[src/rtl/pc_fetch_ctrl.sv]
// PC fetch controller: drives the instruction memory address, flushes on redirect.
// Option: define FETCH_MISALIGN_TRAP_EN to trap (and halt) on misaligned redirects.
module pc_fetch_ctrl #(
  parameter int unsigned IMEM_BYTES = 64,
  parameter logic [31:0] RESET_PC   = 32'h0
) (
  input  logic        clk,
  input  logic        rst,
  input  logic        stall,
  input  logic        redirect_valid,
  input  logic [31:0] redirect_target,
  output logic [31:0] pc,
  input  logic [31:0] inst_in,
  output logic [31:0] id_inst,
  output logic [31:0] id_pc,
  output logic        id_valid,
  output logic        halted
`ifdef FETCH_MISALIGN_TRAP_EN
  ,
  output logic        trap
`endif
);

  typedef enum logic [1:0] {
    BOOT = 2'd0,
    RUN  = 2'd1,
    HALT = 2'd2
  } state_t;

  localparam logic [31:0] MEM_END = 32'(IMEM_BYTES);
  localparam logic [31:0] LAST_PC = MEM_END - 32'd4;

  state_t      state, state_n;
  logic [31:0] fetch_pc, fetch_n;
  logic [31:0] id_pc_n;
  logic        id_valid_n;
  logic [31:0] tgt;
  logic [31:0] inc_pc;
  logic        bad_align;
`ifdef FETCH_MISALIGN_TRAP_EN
  logic        trap_q, trap_n;
  assign trap = trap_q;
`endif

  assign id_inst = inst_in;
  assign halted  = (state == HALT);
  assign pc      = (stall && !redirect_valid) ? id_pc : fetch_pc;
  assign tgt     = redirect_target & ~32'h3;
  assign inc_pc  = (fetch_pc + 32'd4 == MEM_END) ? fetch_pc
                                                 : fetch_pc + 32'd4;
`ifdef FETCH_MISALIGN_TRAP_EN
  assign bad_align = |redirect_target[1:0];
`else
  assign bad_align = 1'b0;
`endif

  // State and fetch registers, cleared asynchronously by rst.
  always_ff @(posedge clk or posedge rst) begin
    if (rst) begin
      state    <= BOOT;
      fetch_pc <= RESET_PC;
      id_pc    <= RESET_PC;
      id_valid <= 1'b0;
`ifdef FETCH_MISALIGN_TRAP_EN
      trap_q   <= 1'b0;
`endif
    end else begin
      state    <= state_n;
      fetch_pc <= fetch_n;
      id_pc    <= id_pc_n;
      id_valid <= id_valid_n;
`ifdef FETCH_MISALIGN_TRAP_EN
      trap_q   <= trap_n;
`endif
    end
  end

  // Next-state: redirect beats stall; last word is shown once, then halt.
  always_comb begin
    state_n    = state;
    fetch_n    = fetch_pc;
    id_pc_n    = id_pc;
    id_valid_n = id_valid;
`ifdef FETCH_MISALIGN_TRAP_EN
    trap_n     = trap_q;
`endif
    unique case (state)
      BOOT: begin
        state_n    = RUN;
        fetch_n    = inc_pc;
        id_pc_n    = fetch_pc;
        id_valid_n = 1'b1;
      end
      RUN, HALT: begin
        if (redirect_valid) begin
          id_valid_n = 1'b0;
          if (bad_align) begin
`ifdef FETCH_MISALIGN_TRAP_EN
            trap_n  = 1'b1;
`endif
            state_n = HALT;
          end else if (tgt >= MEM_END) begin
            state_n = HALT;
          end else begin
            fetch_n = tgt;
            state_n = RUN;
          end
        end else if (state == HALT || stall) begin
          state_n = state;
        end else if (id_valid && id_pc == LAST_PC) begin
          state_n    = HALT;
          id_valid_n = 1'b0;
        end else begin
          id_pc_n    = fetch_pc;
          fetch_n    = inc_pc;
          id_valid_n = 1'b1;
        end
      end
      default: begin
        state_n    = BOOT;
        id_valid_n = 1'b0;
      end
    endcase
  end

endmodule

[config.mk]
export PLATFORM = sky130hd
export DESIGN_NAME = pc_fetch_ctrl
export DESIGN_NICKNAME = d
export VERILOG_FILES = /design/src/rtl/pc_fetch_ctrl.sv
export SDC_FILE = /design/constraint.sdc
export NUM_CORES = 1
export LEC_CHECK = 0
export ABC_CLOCK_PERIOD_IN_PS = 2700
export BUFFER_PORTS_ARGS = -buffer_cell sky130_fd_sc_hd__buf_4
export CAP_MARGIN = 10
export CORE_MARGIN = 8
export CORE_UTILIZATION = 45
export CTS_CLUSTER_DIAMETER = 150
export DETAILED_ROUTE_END_ITERATION = 10
export GPL_TIMING_DRIVEN = 0
export PLACE_DENSITY = 0.77
export SYNTH_ARGS = -nofsm -noshare
export SYNTH_HDL_FRONTEND = slang
export SYNTH_SLANG_ARGS = --single-unit
[constraint.sdc]
create_clock -name clk -period 2.7 [get_ports clk]
set_input_delay 0.54 -clock clk [delete_from_list [all_inputs] [get_ports clk]]
set_output_delay 0.54 -clock clk [all_outputs]
set_load 0.05 [all_outputs]
# After elaboration in Yosys (flattened, before gate mapping)
# Index checks and enable logic that the tools add are counted.
[totals]
ram_bits = 0
out_inout_bits = 98
romBits = 0
latch_bits = 0
n_memories = 0
regBits = 67
[op_classes]
shifts = 0
div_mod_pow = 0
eq_ne = 11
add_sub_neg = 1
multipliers = 0
reduce_logical = 10
order_cmp = 1
bitwise = 0
mux = 20
[op_table]
columns = ["operator", "count"]
rows = [
  ["32-bit two-way mux", 9],
  ["32-bit one-hot mux with 2 select lines", 2],
  ["32-bit by 3-bit adder with 32-bit output, second input constant", 1],
  ["32-bit by 6-bit equality test with 1-bit output, second input constant", 1],
  ["32-bit by 7-bit equality test with 1-bit output, second input constant", 1],
  ["32-bit by 7-bit >= comparator with 1-bit output, second input constant", 1],
  ["3-bit != test, second input constant", 4],
  ["2-bit two-way mux", 4],
  ["4-bit AND reduction", 2],
  ["2-bit != test, second input constant", 3],
  ["2-bit one-hot mux with 2 select lines", 1],
  ["1-bit two-way mux", 3],
  ["2-bit by 1-bit equality test with 1-bit output, second input constant", 1],
  ["2-bit equality test, second input constant", 1],
  ["1-bit logical AND", 2],
  ["2-bit zero test", 1],
  ["1-bit one-hot mux with 2 select lines", 1],
  ["2-bit AND reduction", 1],
  ["2-bit nonzero test", 1],
  ["2-bit OR reduction", 1],
  ["1-bit zero test", 1],
  ["1-bit logical OR", 1],
]

# Logic depth before layout (Yosys ltp)
# Gate-level depths: netlist (run 1).
[depth]
depth_word = 7
depth_mapped = 12
ltp_nobuf = 10

# Worst setup path after synthesis (run 1)
# Ideal clock, no wire load.
[synth_path]
path_type = "reg-to-reg"
from = "reg fetch_pc[2]"
to = "reg fetch_pc[2]"
period_less_slack_ps = 3018
required_time_ps = 2580
setup_slack_ps = -318
setup_time_ps = 120
stages_incl_launch_ff = 11
arrival_ps = 2898
cell_sequence = "dfrtp_1 ha_1 nand3_4 or3_4 or4_1 a221o_1 nor4_2 a41o_1 buf_6 nor3b_1 a31o_1"
[synth_via]
elab_chain_len = 7
[synth_rtl]
columns = ["item", "line", "text"]
rows = [
  ["start, declared", "34", "logic [31:0] fetch_pc, fetch_n;"],
  ["start signal, assigned", "69", "fetch_pc <= fetch_n;"],
  ["32-bit by 3-bit adder with 32-bit output", "49, 50", ""],
  ["32-bit by 7-bit equality test with 1-bit output", "49", "assign inc_pc = (fetch_pc + 32'd4 == MEM_END) ? fetch_pc"],
  ["32-bit two-way mux (*)", "49", ""],
  ["32-bit two-way mux", "110", "end else if (id_valid && id_pc == LAST_PC) begin"],
  ["32-bit two-way mux", "108", "end else if (state == HALT || stall) begin"],
  ["32-bit two-way mux", "95", "if (redirect_valid) begin"],
  ["32-bit one-hot mux with 2 select lines (*)", "87", "unique case (state)"],
]
# Mark *: on every way between the ends. The rest lies on a longest branch, timed or not. The select of a mux whose other input is x is not followed.
# A chain may end at the register's enable or synchronous reset.

# Worst setup path after layout (run 1)
[layout_path]
from = "reg fetch_pc[3]"
to = "reg fetch_pc[2]"
[layout_via]
elab_chain_len = 7
[layout_rtl]
columns = ["item", "line"]
rows = [
  ["32-bit by 3-bit adder with 32-bit output (*)", "49"],
  ["32-bit by 7-bit equality test with 1-bit output (*)", "49"],
  ["32-bit two-way mux (*)", "49"],
  ["32-bit two-way mux", "110"],
  ["32-bit two-way mux", "108"],
  ["32-bit two-way mux", "95"],
  ["32-bit one-hot mux with 2 select lines (*)", "87"],
]
# Marks and branches as above.

==> impl_metrics.toml, run 1 <==
[global_routing]
grt_antenna_before_repair = 0
grt_pass1_vias = 4575
grt_max_degree = 36
grt_overflow = 0
grt_pass1_wl_mm = 23.2
grt.total_usage_pct = 21.9

[clocking]
cts_hold_buf = 0
cts.sinks = 63
clock_path_buffers = 2
clock_latency_ns = 0.35
clk_pin_slew_ns = 0.08
htree_num_levels = 3
root_buffer = "clkbuf_8"
numCtsBuffers = 9
cts_tree = "built"

[floorplanning]
die_w_um = 116
dieArea_mm2 = 0.0134
initial_utilization_pct = 46.1
rows = 36
io_pins = 166
fp.dieH_um = 116
core_region_area_mm2 = 0.00968

[final_layout]
fillCellCount = 791
nets = 708
antennaDiodeCount = 0
regArea_mm2 = 0.00159
multiInputGateArea_mm2 = 0.00259
drive_above_1_share_pct = 53.8
area_growth_pct = 39.8

[placed_design]
port-buffer-count = 127
place_ws_ns = -0.803
gp_congestion = 0.896
dp_hpwl_mm = 11.1

[sta]
tightest_slew_ns = 0.657
min_period_ns = 2.85
rsz0062_at_grt = "true"
tns_ns = -1.08
setup_slack_ns = -0.146
slew_violations = 0
finClkSkew_ns = 0.00961
hold_viol = 0
finalCritPeriodShare_pct = 105
fmax_mhz = 351
final-setup-viol-count = 14
relSlewSlack_pct = 56.1

[power_and_ir_drop]
p_int_w = 0.00356
switching_share_pct = 51.3
power.total_w = 0.00730
p_leak_nw = 2.86
max-vdd-ir-drop_uv = 1130
p_sw_w = 0.00374
combPwrFrac_pct = 67.5
powerDensity_mw_per_mm2 = 1170
power_frac_seq_pct = 22.0
clock_power_share_pct = 10.5

[routing]
avgRoutedWirePerCell_um = 19.4
routed_wl_mm = 15.0
first_iter_violations = 531
firstDrtPassIters = 6
via_count = 4438
drc = 0
viasPerCell = 5.74
ant_nets = 0

[yosys]
synth-seq-area-share_pct = 35.3
synth_warnings = 0
synth.avg_cell_area_um2 = 9.42
yosysTopAreaCell = "dfrtp_1"
async_flop_share_pct = 100
yosys-top-cells-count = "63 x dfrtp_1, 60 x mux2_2, 45 x buf_4"
synth.area.top_cells = "dfrtp_1 35%, mux2_2 15%, buf_4 7.6%"
synth_edf_count = 0
netlist_area_mm2 = 0.00447
yosysUniqueCellTypes = 61
yosysTopAreaCellShare_pct = 35.3
yosysMostFrequentCell = "dfrtp_1"
synth-seq-cells = 63
synth_flop_cell = "dfrtp_1"
synthCells = 474

[worst_setup_path]
crit_path_start_kind = "flop"
required_ns = 2.94
crit_type = "reg2reg"
path_max_fanout = 7
cp_data_arrival_time_ns = 3.09
worst_setup_path_end_kind = "flop"

[status]
failed_checks = "setup timing"
status = "finished with violations"

[job]
cap_violations = 0

[worst_hold_path]
min_path_type = "in2async"
==> registers in the layout, summed over array words and instances (netlist names) <==
signal	count
id_pc	30
fetch_pc	30
state	2
id_valid	1
==> final cells by class <==
| class | instances | area share (%) |
|---|---|---|
| Clock inverter | 3 | 0.301 |
| Sequential cell | 63 | 25.4 |
| Clock buffer | 12 | 2.48 |
| Tap cell | 133 | 2.67 |
| Buffer | 67 | 7.43 |
| Multi-Input combinational cell | 332 | 41.6 |
| Timing Repair Buffer | 159 | 19.9 |
| Inverter | 4 | 0.240 |
==> layout by cell type, fill, tap and decap left out, drive strengths merged, types with 4 or more instances in the layout <==
master	netlist	layout
xnor2	9	9
inv	4	4
and3	8	8
o41ai	4	4
o22a	4	4
mux2i	6	6
nor4b	5	5
nand2	32	32
conb	1	4
a31oi	7	7
a21oi	10	10
or3	8	8
nor3b	4	4
o31ai	7	7
ha	4	4
nand3	19	19
o21ai	25	25
nor3	8	8
and2	5	5
nor4	11	11
clkbuf	27	28
dfrtp	63	63
and4	4	4
nor2	30	30
mux2	60	60
or4	4	4
buf	51	210
nand4	18	18
nand2b	4	4
==> per-stage QoR <==
step                instance area, µm²  std cells  util [%]  hold slack (ns)
CTS                               6130        767      63.3            0.306
finish                            6240        773      64.5            0.285
global placement                  5610        737      58.0            0.533
floorplan                         4490        477         -            0.533
detailed placement                5630        738      58.2            0.522
global route                      6240        773      64.5            0.345
==> metal layers <==
layer | vias to the layer above | global-route usage, % | part of all wire [%]
met5 | - | 0 | 0
met4 | 0 | 9.08 | 2.7
met3 | 35 | 5.68 | 9.0
met2 | 238 | 36.4 | 49
met1 | 2140 | 26.3 | 39
li1 | 2025 | - | -
==> cell families (layout without fill, tap and decap cells) <==
kind of cell / Yosys count / count (layout) / synth area share, %
flops: 63 / 63 / 35.3
simple gates: 165 / 165 / 20.5
buf+inv: 82 / 245 / 11.3
other cells: 1 / 4 / 0.0840
fa+ha+maj: 4 / 4 / 1.12
xor+xnor: 12 / 12 / 2.35
mux: 66 / 66 / 16.5
compound gates: 81 / 81 / 12.8
==> power by group through the flow <==
stage	logic, W	registers [W]	clock network (W)
2_1_floorplan	0.00277	0.00197	0
3_3_place_gp	0.00437	0.00153	0
3_5_place_dp	0.00445	0.00155	0
4_1_cts	0.00480	0.00159	0.000769
5_1_grt	0.00521	0.00164	0.000815
6_report	0.00493	0.00161	0.000765
==> path summary, 6_finish.rpt <==
check                      slack (ns)  cells past startpoint                start           end
max                             -0.15                     11          fetch_pc[3]   fetch_pc[2]
min                              0.29                      2                  rst     id_pc[28]
max reg2reg                     -0.15                     11          fetch_pc[3]   fetch_pc[2]
min reg2reg                      0.54                      2             id_valid      id_valid
max in group asynchronous        1.77                      3                  rst   fetch_pc[6]
min in group clk                 0.48                      3  redirect_target[20]  fetch_pc[20]
==> critical path: stages, from the launching register on <==
cell and delay, ns:
dfrtp_2 0.40, ha_4 0.17, nand3_4 0.09, or3_4 0.35
or4_4 0.42, a221o_1 0.37, nor4_4 0.23, a41o_1 0.23
buf_6 0.16, buf_12 0.11, nor3b_2 0.03, a31o_1 0.17
==> timing repair <==
item | 4_1_cts | 5_1_grt
endpoints found under the setup margin | 30 | 26
buffers inserted | 20 | 11
hold endpoints to repair | 0 | 0
gates cloned | 1 | 0
pin swaps | 3 | 12
gates resized for setup | 42 | 27
Note: power is estimated with default switching activity, not from simulation.
==> run 2, diff against run 1 <==
--- a/config.mk
+++ b/config.mk
@@ -5,6 +5,7 @@
 export SDC_FILE = /design/constraint.sdc
 export NUM_CORES = 1
 export LEC_CHECK = 0
+export ABC_AREA = 1
 export ABC_CLOCK_PERIOD_IN_PS = 2700
 export BUFFER_PORTS_ARGS = -buffer_cell sky130_fd_sc_hd__buf_4
 export CAP_MARGIN = 10
@@ -13,7 +14,7 @@
 export CTS_CLUSTER_DIAMETER = 150
 export DETAILED_ROUTE_END_ITERATION = 10
 export GPL_TIMING_DRIVEN = 0
-export PLACE_DENSITY = 0.77
+export PLACE_DENSITY = 0.76
 export SYNTH_ARGS = -nofsm -noshare
 export SYNTH_HDL_FRONTEND = slang
 export SYNTH_SLANG_ARGS = --single-unit
==> run 2 against run 1 <==
  * Design area down 4.1%
  * Critical path depth shrank 4
  * Die area rose by 3.3%
  * Largest cell class unchanged
  * Critical path type unchanged
  * Via count grew 16%
  * The flow now finishes without violations
  * Cell count up 32%
  * Critical endpoint is now fetch_pc[22]
  * First-iteration DRC count down 23%
  * Worst setup slack improved by 0.29 ns
  * Flip-flop and latch count stayed put
==> impl_metrics.toml, run 2 <==
[worst_setup_path]
crit_path_start_kind = "flop"
timing.critical_path.mode_cell = "o21ai_0"
cpPeakStageDelay_ns = 0.51
worst_setup_path_end_kind = "flop"
path_max_fanout = 10
slowest_stage = "nor4_2"
r2r_cells = 7
required_ns = 2.91
crit_type = "reg2reg"
cp_data_arrival_time_ns = 2.76
crit_chain = "nor4_2, nand4_1, o21ai_0, nand2_1, o211ai_1, clkbuf_1, o21ai_0"

[clocking]
numCtsBuffers = 9
clk_pin_slew_ns = 0.09
cts_hold_buf = 0
clock_path_buffers = 2
htree_num_levels = 3
root_buffer = "clkbuf_8"
clock_latency_ns = 0.35
cts-resized-gates = 1
cts_setup_buffers = 0
cts.sinks = 63
cts_tree = "built"

[sta]
hold_viol = 0
relSlewSlack_pct = 55.7
timing.hold.ws_ns = 0.275
final-setup-viol-count = 0
rsz0062_at_grt = "false"
slew_violations = 0
tightest_slew_ns = 0.663
setup_slack_ns = 0.148
min_period_ns = 2.55
finClkSkew_ns = 0.0137
finalCritPeriodShare_pct = 94.5
fmax_mhz = 392

[yosys]
synth-seq-area-share_pct = 34.0
yosys-top-cells-count = "243 x nand2_1, 108 x nor2_1, 90 x o21ai_0"
synth.avg_cell_area_um2 = 6.29
async_flop_share_pct = 100
yosysMostFrequentCell = "nand2_1"
yosysTopAreaCell = "dfrtp_1"
synthCells = 737
yosysTopAreaCellShare_pct = 34.0
netlist_area_mm2 = 0.00464
synth_warnings = 0
synth.area.top_cells = "dfrtp_1 34%, nand2_1 20%, o21ai_0 9.7%"
yosysUniqueCellTypes = 28
synth_flop_cell = "dfrtp_1"
synth-seq-cells = 63
synth_edf_count = 0

[placed_design]
port-buffer-count = 127
gp_congestion = 0.990
place_ws_ns = -0.00227
dp_hpwl_mm = 12.1

[routing]
routed_wl_mm = 15.3
first_iter_violations = 410
via_count = 5164
firstDrtPassIters = 6
ant_nets = 0
drc = 0
avgRoutedWirePerCell_um = 15.0
viasPerCell = 5.06

[floorplanning]
rows = 37
fp.dieH_um = 117
initial_utilization_pct = 45.5
die_w_um = 117
dieArea_mm2 = 0.0138
core_region_area_mm2 = 0.0102
io_pins = 166

[global_routing]
grt_antenna_before_repair = 0
grt_overflow = 0
grt_max_degree = 35
grt.total_usage_pct = 21.6
grt_pass1_vias = 5090
grt_pass1_wl_mm = 24.8

[final_layout]
regArea_mm2 = 0.00158
mostFrequentLayoutCells = "243 x nand2_1, 165 x buf_4, 108 x nor2_1"
final_core_util_pct = 58.8
drive_above_1_share_pct = 23.5
fillCellCount = 1055
nets = 951
antennaDiodeCount = 0
multiInputGateArea_mm2 = 0.00240
biggestRegsByFlops = "fetch_pc: 30 flops, id_pc: 30 flops, state: 2 flops"
mostFrequentLayoutCell = "nand2_1"
area_growth_pct = 29.1

[power_and_ir_drop]
max-vdd-ir-drop_uv = 812
powerDensity_mw_per_mm2 = 1380
p_sw_w = 0.00490
power.total_w = 0.00829
p_leak_nw = 3.05
p_int_w = 0.00339
switching_share_pct = 59.1
power_frac_seq_pct = 24.4
clock_power_share_pct = 9.5
combPwrFrac_pct = 66.1

[job]
cap_violations = 0

[worst_hold_path]
min_path_type = "in2async"

[status]
status = "complete, no violations"
[run 2: cell count changes in the layout (fill, tap and decap cells not counted), sizes merged, moves of 8 or more]
cell	delta
and3	-8
buf	-38
inv	+74
mux2	-60
nand2	+214
nand3	+11
nand3b	+10
nor2	+89
o21ai	+66
or3	-8
xnor2	-9
[run 2: power by group through the flow]
| stage | registers [W] | logic (W) | clock network [W] |
|---|---|---|---|
| 2_1_floorplan | 0.00252 | 0.00325 | 0 |
| 3_3_place_gp | 0.00201 | 0.00540 | 0 |
| 3_5_place_dp | 0.00201 | 0.00545 | 0 |
| 4_1_cts | 0.00200 | 0.00547 | 0.000785 |
| 5_1_grt | 0.00208 | 0.00601 | 0.000823 |
| 6_report | 0.00202 | 0.00548 | 0.000786 |
[run 2: path summary, 6_finish.rpt]
kind	startpoint	slack, ns	endpoint
min in group clk	redirect_target[17]	0.52	fetch_pc[17]
max in group asynchronous	rst	1.81	fetch_pc[23]
worst max-delay path	id_pc[7]	0.15	fetch_pc[22]
worst max register to register	id_pc[7]	0.15	fetch_pc[22]
worst min-delay path	rst	0.27	id_pc[15]
worst min register to register	id_valid	0.53	id_valid
[run 2: kinds of logic (layout without fill, tap and decap cells)]
family,after synthesis,count (layout),share of synthesized area (%)
adder cells (fa/ha/maj),4,4,1.08
other,1,4,0.0809
buffers and inverters,137,281,14.7
AO/OA/AOI/OAI,101,101,11.1
flip-flops,63,63,34.0
multiplexers,1,1,0.216
AND/OR/NAND/NOR,430,430,38.9
[run 2: through the flow]
step,instance area [µm²],std cells,setup TNS [ns]
CTS,5980,1020,0
detailed placement,5790,1004,-0.00280
global route,5990,1020,0
global placement,5770,1003,-13.27
floorplan,4650,740,0
finish,5990,1020,0
[run 2: cell type report]
| cell class | instances | area share (%) |
|---|---|---|
| inverter | 76 | 4.77 |
| sequential | 63 | 26.3 |
| multi-input combinational | 540 | 40.1 |
| clock buffer | 10 | 2.30 |
| clock inverter | 6 | 0.732 |
| tap | 136 | 2.84 |
| timing repair buffer | 128 | 16.3 |
| buffer | 61 | 6.65 |
[run 2: routing by layer]
layer	GRT usage, %	vias to the layer above	wire (µm)
met5	0	-	0
met4	7.05	0	315
met3	5.52	31	1570
met2	35.7	255	7140
met1	27.0	2314	6300
li1	-	2564	-
[run 2: worst max-delay path, delay by kind of cell (launching register included)]
| family | cells | cell delay, ns |
|---|---|---|
| simple gates | 3 | 0.87 |
| compound gates | 3 | 0.71 |
| buf+inv | 1 | 0.42 |
| flops | 1 | 0.41 |
